===== src/rtl/axi_arb_pkg.sv =====
// Shared types and AW payload layout for the two-master AXI3 write arbiter.
// Payload packing (MSB first): {AWID[3:0], AWADDR[31:0], AWLEN[3:0], AWSIZE[2:0], AWBURST[1:0]}.
package axi_arb_pkg;

  typedef enum logic [1:0] {
    ST_IDLE = 2'd0,
    ST_ADDR = 2'd1,
    ST_DATA = 2'd2,
    ST_RESP = 2'd3
  } state_t;

  localparam int unsigned AW_W        = 45;
  localparam int unsigned AWBURST_LSB = 0;
  localparam int unsigned AWSIZE_LSB  = 2;
  localparam int unsigned AWLEN_LSB   = 5;
  localparam int unsigned AWADDR_LSB  = 9;
  localparam int unsigned AWID_LSB    = 41;

  localparam logic [1:0] BRESP_OKAY = 2'b00;

  function automatic logic [3:0] aw_len(input logic [AW_W-1:0] aw);
    return aw[AWLEN_LSB +: 4];
  endfunction

  function automatic logic [AW_W-1:0] aw_pack(input logic [3:0]  id,
                                               input logic [31:0] addr,
                                               input logic [3:0]  len,
                                               input logic [2:0]  size,
                                               input logic [1:0]  burst);
    logic [AW_W-1:0] p;
    p = '0;
    p[AWID_LSB    +: 4]  = id;
    p[AWADDR_LSB  +: 32] = addr;
    p[AWLEN_LSB   +: 4]  = len;
    p[AWSIZE_LSB  +: 3]  = size;
    p[AWBURST_LSB +: 2]  = burst;
    return p;
  endfunction

endpackage


===== src/rtl/rr_arbiter2.sv =====
// Two-way round-robin pick: the pointed-to requester wins if it requests, else the other one.
module rr_arbiter2 (
  input  logic [1:0] i_req,
  input  logic       i_rr,
  output logic       o_winner,
  output logic       o_valid
);

  always_comb begin
    o_valid  = |i_req;
    o_winner = i_req[i_rr] ? i_rr : ~i_rr;
  end

endmodule


===== src/rtl/axi_write_arbiter.sv =====
// Two-master, one-slave AXI3 write arbiter: grants one whole AW/W/B transaction at a time
// in round-robin order and flags WLAST arriving on a beat other than AWLEN.
module axi_write_arbiter
  import axi_arb_pkg::*;
#(
  parameter int unsigned buswidth = 32
) (
  input  logic                      ACLK,
  input  logic                      ARESET,
  input  logic [1:0]                m_awvalid,
  output logic [1:0]                m_awready,
  input  logic [2*AW_W-1:0]         m_aw,
  input  logic [2*buswidth-1:0]     m_wdata,
  input  logic [2*(buswidth/8)-1:0] m_wstrb,
  input  logic [1:0]                m_wlast,
  input  logic [1:0]                m_wvalid,
  output logic [1:0]                m_wready,
  output logic [7:0]                m_bid,
  output logic [3:0]                m_bresp,
  output logic [1:0]                m_bvalid,
  input  logic [1:0]                m_bready,
  output logic                      s_awvalid,
  input  logic                      s_awready,
  output logic [AW_W-1:0]           s_aw,
  output logic [buswidth-1:0]       s_wdata,
  output logic [buswidth/8-1:0]     s_wstrb,
  output logic                      s_wlast,
  output logic                      s_wvalid,
  input  logic                      s_wready,
  input  logic [3:0]                s_bid,
  input  logic [1:0]                s_bresp,
  input  logic                      s_bvalid,
  output logic                      s_bready,
  output logic                      grant,
  output logic                      len_err
);

  localparam int unsigned SW = buswidth / 8;

  state_t          r_state, w_next;
  logic            r_rr;
  logic            r_grant;
  logic [AW_W-1:0] r_aw;
  logic [3:0]      r_cnt;

  logic                w_winner;
  logic                w_arb_valid;
  logic [AW_W-1:0]     w_aw_sel;
  logic [buswidth-1:0] w_wdata;
  logic [SW-1:0]       w_wstrb;
  logic                w_wlast;
  logic                w_wvalid;
  logic                w_bready;
  logic                w_beat;
  logic                w_bdone;

  rr_arbiter2 u_rr (
    .i_req    (m_awvalid),
    .i_rr     (r_rr),
    .o_winner (w_winner),
    .o_valid  (w_arb_valid)
  );

  // Mux views of the winning (IDLE) and granted (DATA/RESP) master.
  always_comb begin
    w_aw_sel = w_winner ? m_aw[2*AW_W-1:AW_W]        : m_aw[AW_W-1:0];
    w_wdata  = r_grant  ? m_wdata[2*buswidth-1:buswidth] : m_wdata[buswidth-1:0];
    w_wstrb  = r_grant  ? m_wstrb[2*SW-1:SW]          : m_wstrb[SW-1:0];
    w_wlast  = m_wlast[r_grant];
    w_wvalid = m_wvalid[r_grant];
    w_bready = m_bready[r_grant];
    w_beat   = w_wvalid && s_wready;
    w_bdone  = s_bvalid && w_bready;
  end

  always_ff @(posedge ACLK or posedge ARESET) begin
    if (ARESET) r_state <= ST_IDLE;
    else        r_state <= w_next;
  end

  always_comb begin
    w_next = r_state;
    unique case (r_state)
      ST_IDLE: if (w_arb_valid)       w_next = ST_ADDR;
      ST_ADDR: if (s_awready)         w_next = ST_DATA;
      ST_DATA: if (w_beat && w_wlast) w_next = ST_RESP;
      ST_RESP: if (w_bdone)           w_next = ST_IDLE;
      default:                        w_next = ST_IDLE;
    endcase
  end

  always_ff @(posedge ACLK or posedge ARESET) begin
    if (ARESET) begin
      r_rr    <= 1'b0;
      r_grant <= 1'b0;
      r_aw    <= '0;
      r_cnt   <= '0;
    end else begin
      unique case (r_state)
        ST_IDLE: if (w_arb_valid) begin
          r_grant <= w_winner;
          r_aw    <= w_aw_sel;
          r_cnt   <= '0;
        end
        ST_DATA: if (w_beat) r_cnt <= r_cnt + 4'd1;
        ST_RESP: if (w_bdone) r_rr <= ~r_grant;
        default: ;
      endcase
    end
  end

  // AW acceptance is combinational, so it is also gated by reset to keep outputs quiet.
  always_comb begin
    m_awready = '0;
    m_wready  = '0;
    m_bvalid  = '0;
    m_bid     = '0;
    m_bresp   = '0;
    s_awvalid = 1'b0;
    s_aw      = '0;
    s_wdata   = '0;
    s_wstrb   = '0;
    s_wlast   = 1'b0;
    s_wvalid  = 1'b0;
    s_bready  = 1'b0;
    len_err   = 1'b0;
    unique case (r_state)
      ST_IDLE: if (w_arb_valid && !ARESET) m_awready[w_winner] = 1'b1;
      ST_ADDR: begin
        s_awvalid = 1'b1;
        s_aw      = r_aw;
      end
      ST_DATA: begin
        s_wdata           = w_wdata;
        s_wstrb           = w_wstrb;
        s_wlast           = w_wlast;
        s_wvalid          = w_wvalid;
        m_wready[r_grant] = s_wready;
        len_err           = w_beat && w_wlast && (r_cnt != aw_len(r_aw));
      end
      ST_RESP: begin
        m_bvalid[r_grant] = s_bvalid;
        s_bready          = w_bready;
        if (r_grant) begin
          m_bid[7:4]   = s_bid;
          m_bresp[3:2] = s_bresp;
        end else begin
          m_bid[3:0]   = s_bid;
          m_bresp[1:0] = s_bresp;
        end
      end
      default: ;
    endcase
  end

  assign grant = r_grant;

endmodule


===== config.mk =====
export PLATFORM = sky130hd
export DESIGN_NAME = axi_write_arbiter
export DESIGN_NICKNAME = d
export VERILOG_FILES = /design/src/rtl/axi_arb_pkg.sv /design/src/rtl/rr_arbiter2.sv /design/src/rtl/axi_write_arbiter.sv
export SDC_FILE = /design/constraint.sdc
export NUM_CORES = 1
export LEC_CHECK = 0
export BUFFER_PORTS_ARGS = -buffer_cell sky130_fd_sc_hd__buf_2
export CAP_MARGIN = 20
export CORE_MARGIN = 10
export CORE_UTILIZATION = 43
export CTS_CLUSTER_SIZE = 14
export DETAILED_ROUTE_END_ITERATION = 8
export PLACE_DENSITY_LB_ADDON = 0.1
export SKIP_LAST_GASP = 1
export SLEW_MARGIN = 20
export SYNTH_ARGS = -nofsm -noshare
export SYNTH_HDL_FRONTEND = slang
export SYNTH_SLANG_ARGS = --single-unit

===== constraint.sdc =====
create_clock -name ACLK -period 3 [get_ports ACLK]
set_input_delay 0.15 -clock ACLK [delete_from_list [all_inputs] [get_ports ACLK]]
set_output_delay 0.15 -clock ACLK [all_outputs]
set_load 0.03 [all_outputs]

== Yosys cells after proc, flatten, opt, wreduce, memory -nomap -nowiden ==
Index checks and enable logic that the tools add are counted.

* $add $sub $neg: 1
* Magnitude comparators: 5
* Eq/ne operators: 9
* Mux-type cells: 42
* Bitwise operators: 4
* Reduce and logical (&&, ||, !) cells: 15

{| class="wikitable"
|+ Operators with widths
! cell !! number
|-
| $mux W45 || 2
|-
| $mux W32 || 2
|-
| $mux W4 || 7
|-
| $mux W2 || 10
|-
| $mux W1 || 16
|-
| $ne A2 B2 Y1 const B || 5
|-
| $mux W8 || 1
|-
| $pmux W2 S4 || 1
|-
| $pmux W4 S2 || 1
|-
| $logic_and A1 B1 Y1 || 7
|-
| $lt A1 B2 Y1 const B || 3
|-
| $add A4 B1 Y4 const B || 1
|-
| $and A2 B2 Y2 || 2
|-
| $eq A2 B2 Y1 const B || 2
|-
| $ne A4 B4 Y1 || 1
|-
| $reduce_and A2 Y1 || 2
|-
| $reduce_and A4 Y1 || 1
|-
| $reduce_and A3 Y1 || 1
|-
| $demux W1 S1 || 2
|-
| $eq A2 B1 Y1 const B || 1
|-
| $ge A1 B1 Y1 const B || 2
|-
| $logic_not A2 Y1 || 1
|-
| $not A1 Y1 || 2
|-
| $reduce_bool A2 Y1 || 1
|-
| other kinds (2) || 2
|}

* Flip-flop bits (word level): 53
* Input port bits: 181
* Output and inout port bits: 105
* Logic and storage cells: 81

== Logic depth before layout (Yosys ltp) ==
Gate-level depths: netlist (run 1).

* Depth in word-level cells: 9
* Depth in mapped cells: 7
* Depth with buffers taken out: 6

== Hierarchy ==
Synthesis (run 1) repeated with hierarchy kept, for this count alone.

* Cell total of the unflattened synthesis: 421
* Area total of the unflattened synthesis: 3,771.1 um^2

{| class="wikitable"
|+ By module, submodules not included
! module !! instances !! cells an instance !! area each (um^2) !! seq. area each (um^2)
|-
| axi_write_arbiter || 1 || 418 || 3,751.1 || 1,326.3
|-
| rr_arbiter2 || 1 || 3 || 20.0 || 0.0
|}

== Worst setup path before layout (run 1) ==
Ideal clock, no wire load.

* Path type: reg2out
* Start: register r_state[0]
* End: output len_err
* Data arrival time: 2.044 ns
* Data required time: 2.850 ns
* Slack: 0.806 ns
* Cell stages (with the launch flop): 7
* Path buffers: 1
* Path through: dfrtp_1 -> inv_1 -> ha_1 -> clkbuf_1 -> nor2b_1 -> o41ai_1 -> nor2_1

* Cells in the longest elaborated chain, start to end: 2

{| class="wikitable"
|+ RTL lines
! what !! RTL line !! text
|-
| start: declaration || axi_write_arbiter.sv:40 || <nowiki>state_t r_state, w_next;</nowiki>
|-
| start signal: assignment || axi_write_arbiter.sv:78 || <nowiki>else r_state <= w_next;</nowiki>
|-
| $eq A2 B2 Y1 || axi_write_arbiter.sv:127 || <nowiki>unique case (r_state)</nowiki>
|-
| $mux W1 || axi_write_arbiter.sv:127 ||
|-
| end: declaration || axi_write_arbiter.sv:35 || <nowiki>output logic len_err</nowiki>
|}

No other way between the ends.

== Final worst setup path (run 1) ==
* Start: register r_grant (netlist: grant)
* End: output m_bid[2]

* Cells in the longest elaborated chain, start to end: 2

{| class="wikitable"
|+ RTL lines
! what !! RTL line !! text
|-
| start: declaration || axi_write_arbiter.sv:42 || <nowiki>logic r_grant;</nowiki>
|-
| start signal: assignment || axi_write_arbiter.sv:101 || <nowiki>r_grant <= w_winner;</nowiki>
|-
| $mux W4 || axi_write_arbiter.sv:144 || <nowiki>if (r_grant) begin</nowiki>
|-
| $mux W8 || axi_write_arbiter.sv:127 ||
|-
| end: declaration || axi_write_arbiter.sv:18 || <nowiki>output logic [7:0] m_bid,</nowiki>
|}

No other way between the ends.

==> flow_summary.ini, run 1 <==
[worst_setup_path]
reg2regPathDepth = 6
reg2reg_slack_ps = 980
worstSetupPathType = flip-flop to output port
endpoint_kind = output port
cp_max_fo = 38
critPathLaunch = grant$_DFFE_PP0P_
regToRegEndpoint = r_cnt[1]$_DFFE_PP0P_
crit_path_start_kind = flip-flop
worst_ep_required_time_ps = 2850
r2r-start = r_state[0]$_DFFE_PP0P_
crit_arrival_ps = 2070

[power_and_ir_drop]
ir_drop_mv = 0.485
p_leak_nw = 2.92
p_per_area_nw_per_um2 = 1010

[timing]
drv_slew = 0
max_freq_mhz = 451
rsz0062_at_grt = false
hold-worst-slack_ps = -14.2
setup_viol = 0
period_share = 0.739
final.min_clock_period_ps = 2220
setup_tns_ps = 0
max_slew_margin = 0.502
finalClockSkew_ps = 8.39
worst_pin_slew_ps = 746
final_hold_viol_count = 30

[final_layout]
final_cell_mix = 285 x buf_2, 98 x nor2_1, 52 x and2_1, 52 x dfrtp_1, 45 x o22ai_1
drive_gt1_frac = 0.455
diodes = 0
area_growth_pct = 45.7
fin_nets = 873
final_util = 0.655
n_fill_cell = 731
final_common_cell = buf_2

[worst_hold_path]
hold_path_class = primary input to asynchronous set/reset pin

[detailed_routing]
drt-total-wl_um = 14300
viasPerCell = 4.97
ant_nets = 0
first_iter_violations = 268
firstDrtPassIters = 8
wl_per_cell_um = 18.1
drcViolationCount = 0
num_vias = 3915

[clock_tree]
clk_latency_ps = 300
clk_pin_slew_ps = 100
htree_levels = 2
cts_tree = done
clockBufferDepth = 2
cts.sinks = 53
post_cts_buffers = 0
cts_buffers = 5
cts-hold-fix-buffers = 0
cts-root-buf = clkbuf_8
ctsResizeCount = 0

[global_route]
gr-total-overflow = 0
antenna_found_initial = 0
grt_start_max_net_pins = 47
grt_pass1_vias = 3970
track_usage = 0.216
grt_pass1_wl_um = 21900

[logic_synthesis]
synthesis.nets = 603
synth_edf_count = 0
yosysWarnings = 0
synth_xor_area_frac = 0.00993
synthAdderAreaFrac = 0.0213
async_reset_ff_frac = 1.00
synthDistinctLibCells = 35
synthFlopType = dfrtp_1
ys_seq_elements = 53
synth_compound_area_frac = 0.117
synth_top_family_by_area = simple AND/OR/NAND/NOR gates
syn-cell-area_um2 = 3530
synth_cells = 416
syn_avg_cell_area_um2 = 8.48
synthMuxAreaShare = 0.125
synthSimpleGateAreaFrac = 0.311
synth-seq-area-share = 0.376

[floorplanning]
fp.dieH_um = 111
ioPinCount = 286
die_area_um2 = 12200
dieWidth_um = 111
initial_core_util = 0.450
rows = 32
fp.coreArea_um2 = 7850

[flow_run]
max-cap-violations = 0

[place]
portBuffers = 285
place.gp.congestion = 0.973
dpl.hpwl_um = 11700

[run_status]
failed_checks = negative hold slack
outcome = finished, violations left
[worst max-delay path by stage]
stage	end	slack, ps	cells after the start
after floorplan	len_err	810	6
after global placement	r_cnt[1]$_DFFE_PP0P_	1100	6
after detailed placement	r_cnt[1]$_DFFE_PP0P_	990	6
after CTS	m_bid[2]	780	4
after global routing	s_wstrb[3]	650	5
final	m_bid[2]	780	4
[metrics by stage]
stage	std cells	setup slack, ps	power (W)	instance area (um2)
global placement	780	1100	0.00475	5030
detailed placement	781	990	0.00486	5060
finish	788	782	0.00520	5140
global route	788	649	0.00558	5140
floorplan	416	806	0.00381	3530
CTS	788	782	0.00525	5140
[sequential cells by signal, summed over array words and instances (netlist names)]
name	cells
r_aw	45
r_cnt	4
r_state	2
grant	1
r_rr	1
[power by group]
group | leakage (nW) | switching (W) | internal (W) | total (W)
Combinational | 2.29 | 0.00227 | 0.00126 | 0.00354
Sequential | 0.590 | 0.000221 | 0.00105 | 0.00127
Clock | 0.0412 | 0.000229 | 0.000162 | 0.000392
[Yosys cell counts, drive strengths merged, types with 2 or more instances]
library cell   n  area, um2
xor2           4       35.0
o21a           2       15.0
a22o           3       26.3
clkbuf        23       86.3
nand3          5       25.0
dfrtp         53       1330
o211ai         2       20.0
and2          52        325
nor2b         42        263
ha             6       75.1
nor2          98        368
nand2          7       28.8
o22ai         45        282
buf            8       40.0
inv            4       15.0
and3           8       50.1
mux2           5       60.1
mux2i         38        380
[routing by layer]
| metal | GRT usage | vias up | wire length (um) | share of wire |
|---|---|---|---|---|
| met4 | 0.0518 | 0 | 264 | 0.019 |
| met1 | 0.242 | 1782 | 5470 | 0.38 |
| met3 | 0.0621 | 17 | 1040 | 0.073 |
| met2 | 0.392 | 169 | 7480 | 0.52 |
| li1 | - | 1947 | - | - |
| met5 | 0 | - | 0 | 0 |
[logic make-up after synthesis]
group	Yosys count
xor gates and xnor gates	4
muxes	43
adders and majority gates	6
buffers and inverters	35
DFF	53
AOI/OAI and AO/OA	59
and+or+nand+nor	216
[worst max-delay path, stage by stage, from the launching register on]
cell and delay [ps]:
dfrtp_2 660, buf_4 530, nor2b_1 200, and2_1 200, buf_2 170
[cell type report]
type,instances,area (um2),share of cell area
multi-input combinational,328,2070,0.404
timing repair buffer,294,1510,0.295
sequential,53,1330,0.258
tap,102,128,0.0248
clock buffer,6,72.6,0.0141
inverter,4,15.0,0.00292
clock inverter,1,8.76,0.00170
Power figures use the tool's default switching activity.
==> run 2: changes to the inputs <==
- CORE_UTILIZATION: 43 -> 40
- clock period: 3 -> 2.2 ns (I/O delays scaled with it)
==> run 2 against run 1 <==
  * The flow still finishes with violations (negative hold slack)
  * Final cell count up 1.1%
  * Critical path depth increased by 1
  * Flip-flop and latch count is the same
  * Critical path type unchanged
  * Critical endpoint is now s_wdata[9]
  * Largest cell class unchanged
  * Highest routed layer unchanged
==> flow_summary.ini, run 2 (synthesis gave the netlist of run 1 again) <==
[final_layout]
largest_reg_flops = 45
area_growth_pct = 47.5
top_register = r_aw
n_fill_cell = 821
drive_gt1_frac = 0.460
final_common_cell = buf_2
top_regs = r_aw: 45 flops, r_cnt: 4 flops, r_state: 2 flops
diodes = 0
fin_nets = 875
final_cell_mix = 285 x buf_2, 98 x nor2_1, 52 x and2_1, 52 x dfrtp_1, 45 x o22ai_1

[worst_setup_path]
critPathSlowestCell = dfrtp_1
cp_max_fo = 21
worstPathCellList = inv_1 > ha_1 > buf_4 > nor2b_1 > buf_2
worstSetupPathType = flip-flop to output port
critPathLaunch = r_state[0]$_DFFE_PP0P_
endpoint_kind = output port
crit_path_start_kind = flip-flop
r2r-start = r_state[0]$_DFFE_PP0P_
cpPeakStageDelay_ps = 410
worst_ep_required_time_ps = 2090
crit_arrival_ps = 1910

[floorplanning]
initial_core_util = 0.409
fp.coreArea_um2 = 8640
ioPinCount = 286
die_area_um2 = 13000
fp.dieH_um = 114
rows = 34
dieWidth_um = 114

[timing]
setup_ws_ps = 179
setup_tns_ps = 0
max_slew_margin = 0.554
setup_viol = 0
final_hold_viol_count = 9
final.min_clock_period_ps = 2020
worst_pin_slew_ps = 669
finalClockSkew_ps = 10.1
rsz0062_at_grt = false
period_share = 0.918
hold-worst-slack_ps = -6.27
max_freq_mhz = 495
drv_slew = 0

[clock_tree]
clk_pin_slew_ps = 100
cts-root-buf = clkbuf_8
cts-hold-fix-buffers = 0
htree_levels = 2
post_cts_buffers = 0
cts_buffers = 5
cts.sinks = 53
clockBufferDepth = 2
cts_tree = done
ctsResizeCount = 0
clk_latency_ps = 300

[global_route]
gr-total-overflow = 0
antenna_found_initial = 0
grt_start_max_net_pins = 54
grt_pass1_wl_um = 20400
track_usage = 0.188
grt_pass1_vias = 3935

[detailed_routing]
firstDrtPassIters = 4
drcViolationCount = 0
wl_per_cell_um = 16.6
num_vias = 3810
viasPerCell = 4.78
first_iter_violations = 173
ant_nets = 0
drt-total-wl_um = 13200

[flow_run]
max-cap-violations = 0

[run_status]
outcome = finished, violations left
failed_checks = negative hold slack

[place]
place_ws_ps = 231
place.gp.congestion = 0.861
portBuffers = 285
dpl.hpwl_um = 11000

[power_and_ir_drop]
ir_drop_mv = 0.545
p_per_area_nw_per_um2 = 1390
p_leak_nw = 2.95

[worst_hold_path]
hold_path_class = primary input to asynchronous set/reset pin
==> run 2: cell type report <==
type                            count  area [um2]  area share
Clock buffer                        5        68.8      0.0132
Clock inverter                      3        47.5     0.00914
Inverter                            4        15.0     0.00289
Multi-Input combinational cell    328        2080       0.399
Sequential cell                    53        1330       0.255
Tap cell                          108         135      0.0260
Timing Repair Buffer              296        1530       0.295
==> run 2: worst paths after layout <==
| path | end | slack, ps | cells past startpoint |
|---|---|---|---|
| worst max register to register | r_cnt[1]$_DFFE_PP0P_ | 200 | 6 |
| min in group ACLK | r_aw[26]$_DFFE_PP0P_ | 40 | 3 |
| worst max-delay path | s_wdata[9] | 180 | 5 |
| worst min register to register | r_aw[42]$_DFFE_PP0P_ | 510 | 2 |
| worst min-delay path | r_aw[5]$_DFFE_PP0P_ | -6 | 3 |
| max in group asynchronous | grant$_DFFE_PP0P_ | 1710 | 3 |
==> run 2: critical path, delay by kind of cell (launching register included) <==
| kind | cells | cell delay (ps) |
|---|---|---|
| AND/OR/NAND/NOR | 1 | 150 |
| adder cells (fa/ha/maj) | 1 | 410 |
| buffers and inverters | 3 | 630 |
| flip-flops | 1 | 410 |
==> run 2: power by group <==
| part | switching, W | leakage, nW | internal (W) | total (W) |
|---|---|---|---|---|
| clock network | 0.000333 | 0.0591 | 0.000348 | 0.000680 |
| registers | 0.000250 | 0.590 | 0.00143 | 0.00168 |
| logic | 0.00309 | 2.30 | 0.00176 | 0.00485 |
| total | 0.00368 | 2.95 | 0.00354 | 0.00721 |
==> run 2: metal layers <==
metal / global-route usage / up-vias / share of wire
met1: 0.210 / 1701 / 0.38
met5: 0 / - / 0
met2: 0.341 / 158 / 0.52
li1: - / 1947 / -
met3: 0.0646 / 4 / 0.090
met4: 0.0292 / 0 / 0.0045
==> run 2: per-stage QoR <==
stage	util	area [um2]	instances	total power (W)	hold WS [ps]
final	0.603	5200	797	0.00721	-6.27
after global placement	0.589	5090	789	0.00655	348
after CTS	0.603	5200	797	0.00733	17.4
after global routing	0.603	5200	797	0.00780	28.4
after floorplan	-	3530	416	0.00519	262
after detailed placement	0.589	5090	789	0.00664	354
==> run 3: changes to the inputs <==
- CORE_UTILIZATION: 40 -> 41
- SETUP_SLACK_MARGIN: unset -> 0.05
- SYNTH_HIERARCHICAL: unset -> 1
==> run 3 against run 2 <==
  * The flow now finishes without violations
  * Global-route usage up 0.88 points
  * Setup slack better by 38 ps
  * Clock skew increased by 3.2 ps
  * Via count up 2.6%
  * Sequential share of layout area fell by 1.1 points
  * Sequential power grew 2%
  * Design area grew 4.7%
  * Register-to-register slack better by 220 ps
  * First-iteration DRC count shrank 8.7%
==> flow_summary.ini, run 3 <==
[power_and_ir_drop]
p_per_area_nw_per_um2 = 1340
p_seq_frac = 0.236
ir_drop_mv = 0.594
clkPwrFrac = 0.086
swShare = 0.518
p_int_w = 0.00352
power_frac_comb = 0.679
p_leak_nw = 3.08
p_switching_w = 0.00379

[detailed_routing]
viasPerCell = 4.88
wl_per_cell_um = 17.7
num_vias = 3910
drcViolationCount = 0
ant_nets = 0
drt-total-wl_um = 14200
firstDrtPassIters = 4
first_iter_violations = 158

[logic_synthesis]
synth_cells = 421
synth_edf_count = 0
yosysTopAreaCellShare = 0.352
yosysWarnings = 6
synthesis.nets = 608
synth-seq-area-share = 0.352
syn-cell-area_um2 = 3770
ys_seq_elements = 53
yosysMostFrequentCell = mux2i_1
synth_top_family_by_area = simple AND/OR/NAND/NOR gates
synth_xor_area_frac = 0.00929
synth_common_cells = 85 x mux2i_1, 53 x and2_1, 53 x dfrtp_1, 51 x nor2_1, 45 x a21oi_1
synthSimpleGateAreaFrac = 0.252
async_reset_ff_frac = 1.00
synthTopCellsByArea = dfrtp_1 35%, mux2i_1 23%, and2_1 8.8%
synthAdderAreaFrac = 0.0199
syn_avg_cell_area_um2 = 8.96
synthMuxAreaShare = 0.238
synthDistinctLibCells = 35
synth_compound_area_frac = 0.0886
synthFlopType = dfrtp_1
yosys.area.top_type = dfrtp_1

[flow_run]
max-cap-violations = 0

[final_layout]
top_register = r_aw
final_cells = 802
top_regs = r_aw: 45 flops, r_cnt: 4 flops, r_state: 2 flops
fin_area_um2 = 5450
n_fill_cell = 815
largest_reg_flops = 45
drive_gt1_frac = 0.450
final_cell_mix = 285 x buf_2, 84 x mux2i_1, 52 x and2_1, 52 x dfrtp_1, 51 x nor2_1
fin_nets = 877
final_common_cell = buf_2
area_growth_pct = 44.4

[run_status]
outcome = finished, final reports clean

[clock_tree]
clk_pin_slew_ps = 100
cts_buffers = 5
cts.sinks = 53
cts_tree = done
clk_latency_ps = 310
cts-root-buf = clkbuf_8
htree_levels = 2
clockBufferDepth = 2
post_cts_buffers = 0

[worst_setup_path]
r2r-start = r_state[1]$_DFFE_PP0P_
worstSetupPathType = flip-flop to output port
regToRegEndpoint = r_state[1]$_DFFE_PP0P_
critPathLaunch = r_state[1]$_DFFE_PP0P_
reg2reg_slack_ps = 420
reg2regPathDepth = 6
crit_end = m_bid[2]
crit_path_start_kind = flip-flop
crit_arrival_ps = 1870
worst_ep_required_time_ps = 2090
cp_max_fo = 12
endpoint_kind = output port

[timing]
period_share = 0.901
final.min_clock_period_ps = 1980
worst_pin_slew_ps = 533
final_hold_viol_count = 0
drv_slew = 0
setup_viol = 0
setup_tns_ps = 0
rsz0062_at_grt = true
finalClockSkew_ps = 13.3
setup_ws_ps = 218
max_slew_margin = 0.644
max_freq_mhz = 505
hold-worst-slack_ps = 91.8

[global_route]
grt_pass1_wl_um = 21300
grt_pass1_vias = 4107
gr-total-overflow = 0
track_usage = 0.197
grt_start_max_net_pins = 55
antenna_found_initial = 3

[floorplanning]
fp.dieH_um = 116
initial_core_util = 0.426
rows = 34
fp.coreArea_um2 = 8850
ioPinCount = 286
die_area_um2 = 13400
dieWidth_um = 116

[place]
placed_cell_area_um2 = 5320
dpl.hpwl_um = 11900
place.gp.congestion = 0.901
portBuffers = 285
place_ws_ps = 403
dp.cells = 790

[worst_hold_path]
hold_path_class = primary input to flip-flop
==> run 3: changes by cell type after synthesis, sizes merged, moves of 2 or more <==
cell / previous run / this run
nand3b: 0 / 2
o21a: 2 / 0
nor2: 98 / 51
o21ai: 1 / 3
o22ai: 45 / 0
a21oi: 0 / 45
buf: 8 / 11
mux2i: 38 / 85
==> run 3: power by group through the flow <==
stage                     sequential [W]  clock, W  combinational (W)
final                            0.00172  0.000625            0.00496
after global routing             0.00179  0.000684            0.00538
after CTS                        0.00172  0.000635            0.00501
after detailed placement         0.00174         0            0.00501
after global placement           0.00171         0            0.00494
after floorplan                  0.00165         0            0.00367
==> run 3: routing by layer <==
layer	vias up	GRT usage	wire, um
met5	-	0	0
met4	0	0.0784	376
met3	21	0.0682	1330
met2	168	0.362	7290
met1	1754	0.199	5230
li1	1967	-	-
==> run 3: kinds of logic (layout without fill, tap and decap cells) <==
logic type / after synthesis / after routing
adders and majority gates: 6 / 6
other: 0 / 3
DFF: 53 / 53
AOI/OAI and AO/OA: 57 / 57
xor gates and xnor gates: 4 / 4
muxes: 89 / 89
buffers and inverters: 37 / 307
and+or+nand+nor: 175 / 175
==> run 3: worst min-delay path by stage <==
stage	from	to	slack [ps]	depth (start not counted)
2_1_floorplan	s_bvalid	r_rr$_DFFE_PP0P_	290	3
3_3_place_gp	ARESET	r_rr$_DFFE_PP0P_	190	2
3_5_place_dp	ARESET	r_rr$_DFFE_PP0P_	200	2
4_1_cts	m_aw[4]	r_aw[4]$_DFFE_PP0P_	90	3
5_1_grt	m_aw[27]	r_aw[27]$_DFFE_PP0P_	90	3
6_report	m_aw[4]	r_aw[4]$_DFFE_PP0P_	90	3
==> run 3: timing repair <==
| action | CTS | global route |
|---|---|---|
| hold buffers | 1 | 0 |
| hold endpoints to repair | 23 | 0 |
| resized for setup | 0 | 3 |
| setup endpoints to repair | 0 | 42 |
==> run 3: final cells by class <==
| cell class | instances | area, um2 | share of cell area |
|---|---|---|---|
| tap | 108 | 135 | 0.0248 |
| clock buffer | 7 | 96.3 | 0.0177 |
| multi-input combinational | 331 | 2310 | 0.424 |
| sequential | 53 | 1330 | 0.244 |
| inverter | 4 | 15.0 | 0.00276 |
| antenna | 3 | 7.51 | 0.00138 |
| clock inverter | 1 | 8.76 | 0.00161 |
| timing repair buffer | 295 | 1550 | 0.284 |
==> run 3: worst max-delay path: stages, from the launching register on <==
cell,delay (ps)
dfrtp_1,410
ha_1,260
buf_4,190
nor2b_1,320
and2_1,180
buf_2,200
==> run 3: metrics by stage <==
step                 util  total power, W
floorplan               -         0.00532
global placement    0.601         0.00665
detailed placement  0.601         0.00674
CTS                 0.614         0.00737
global route        0.616         0.00785
finish              0.616         0.00731
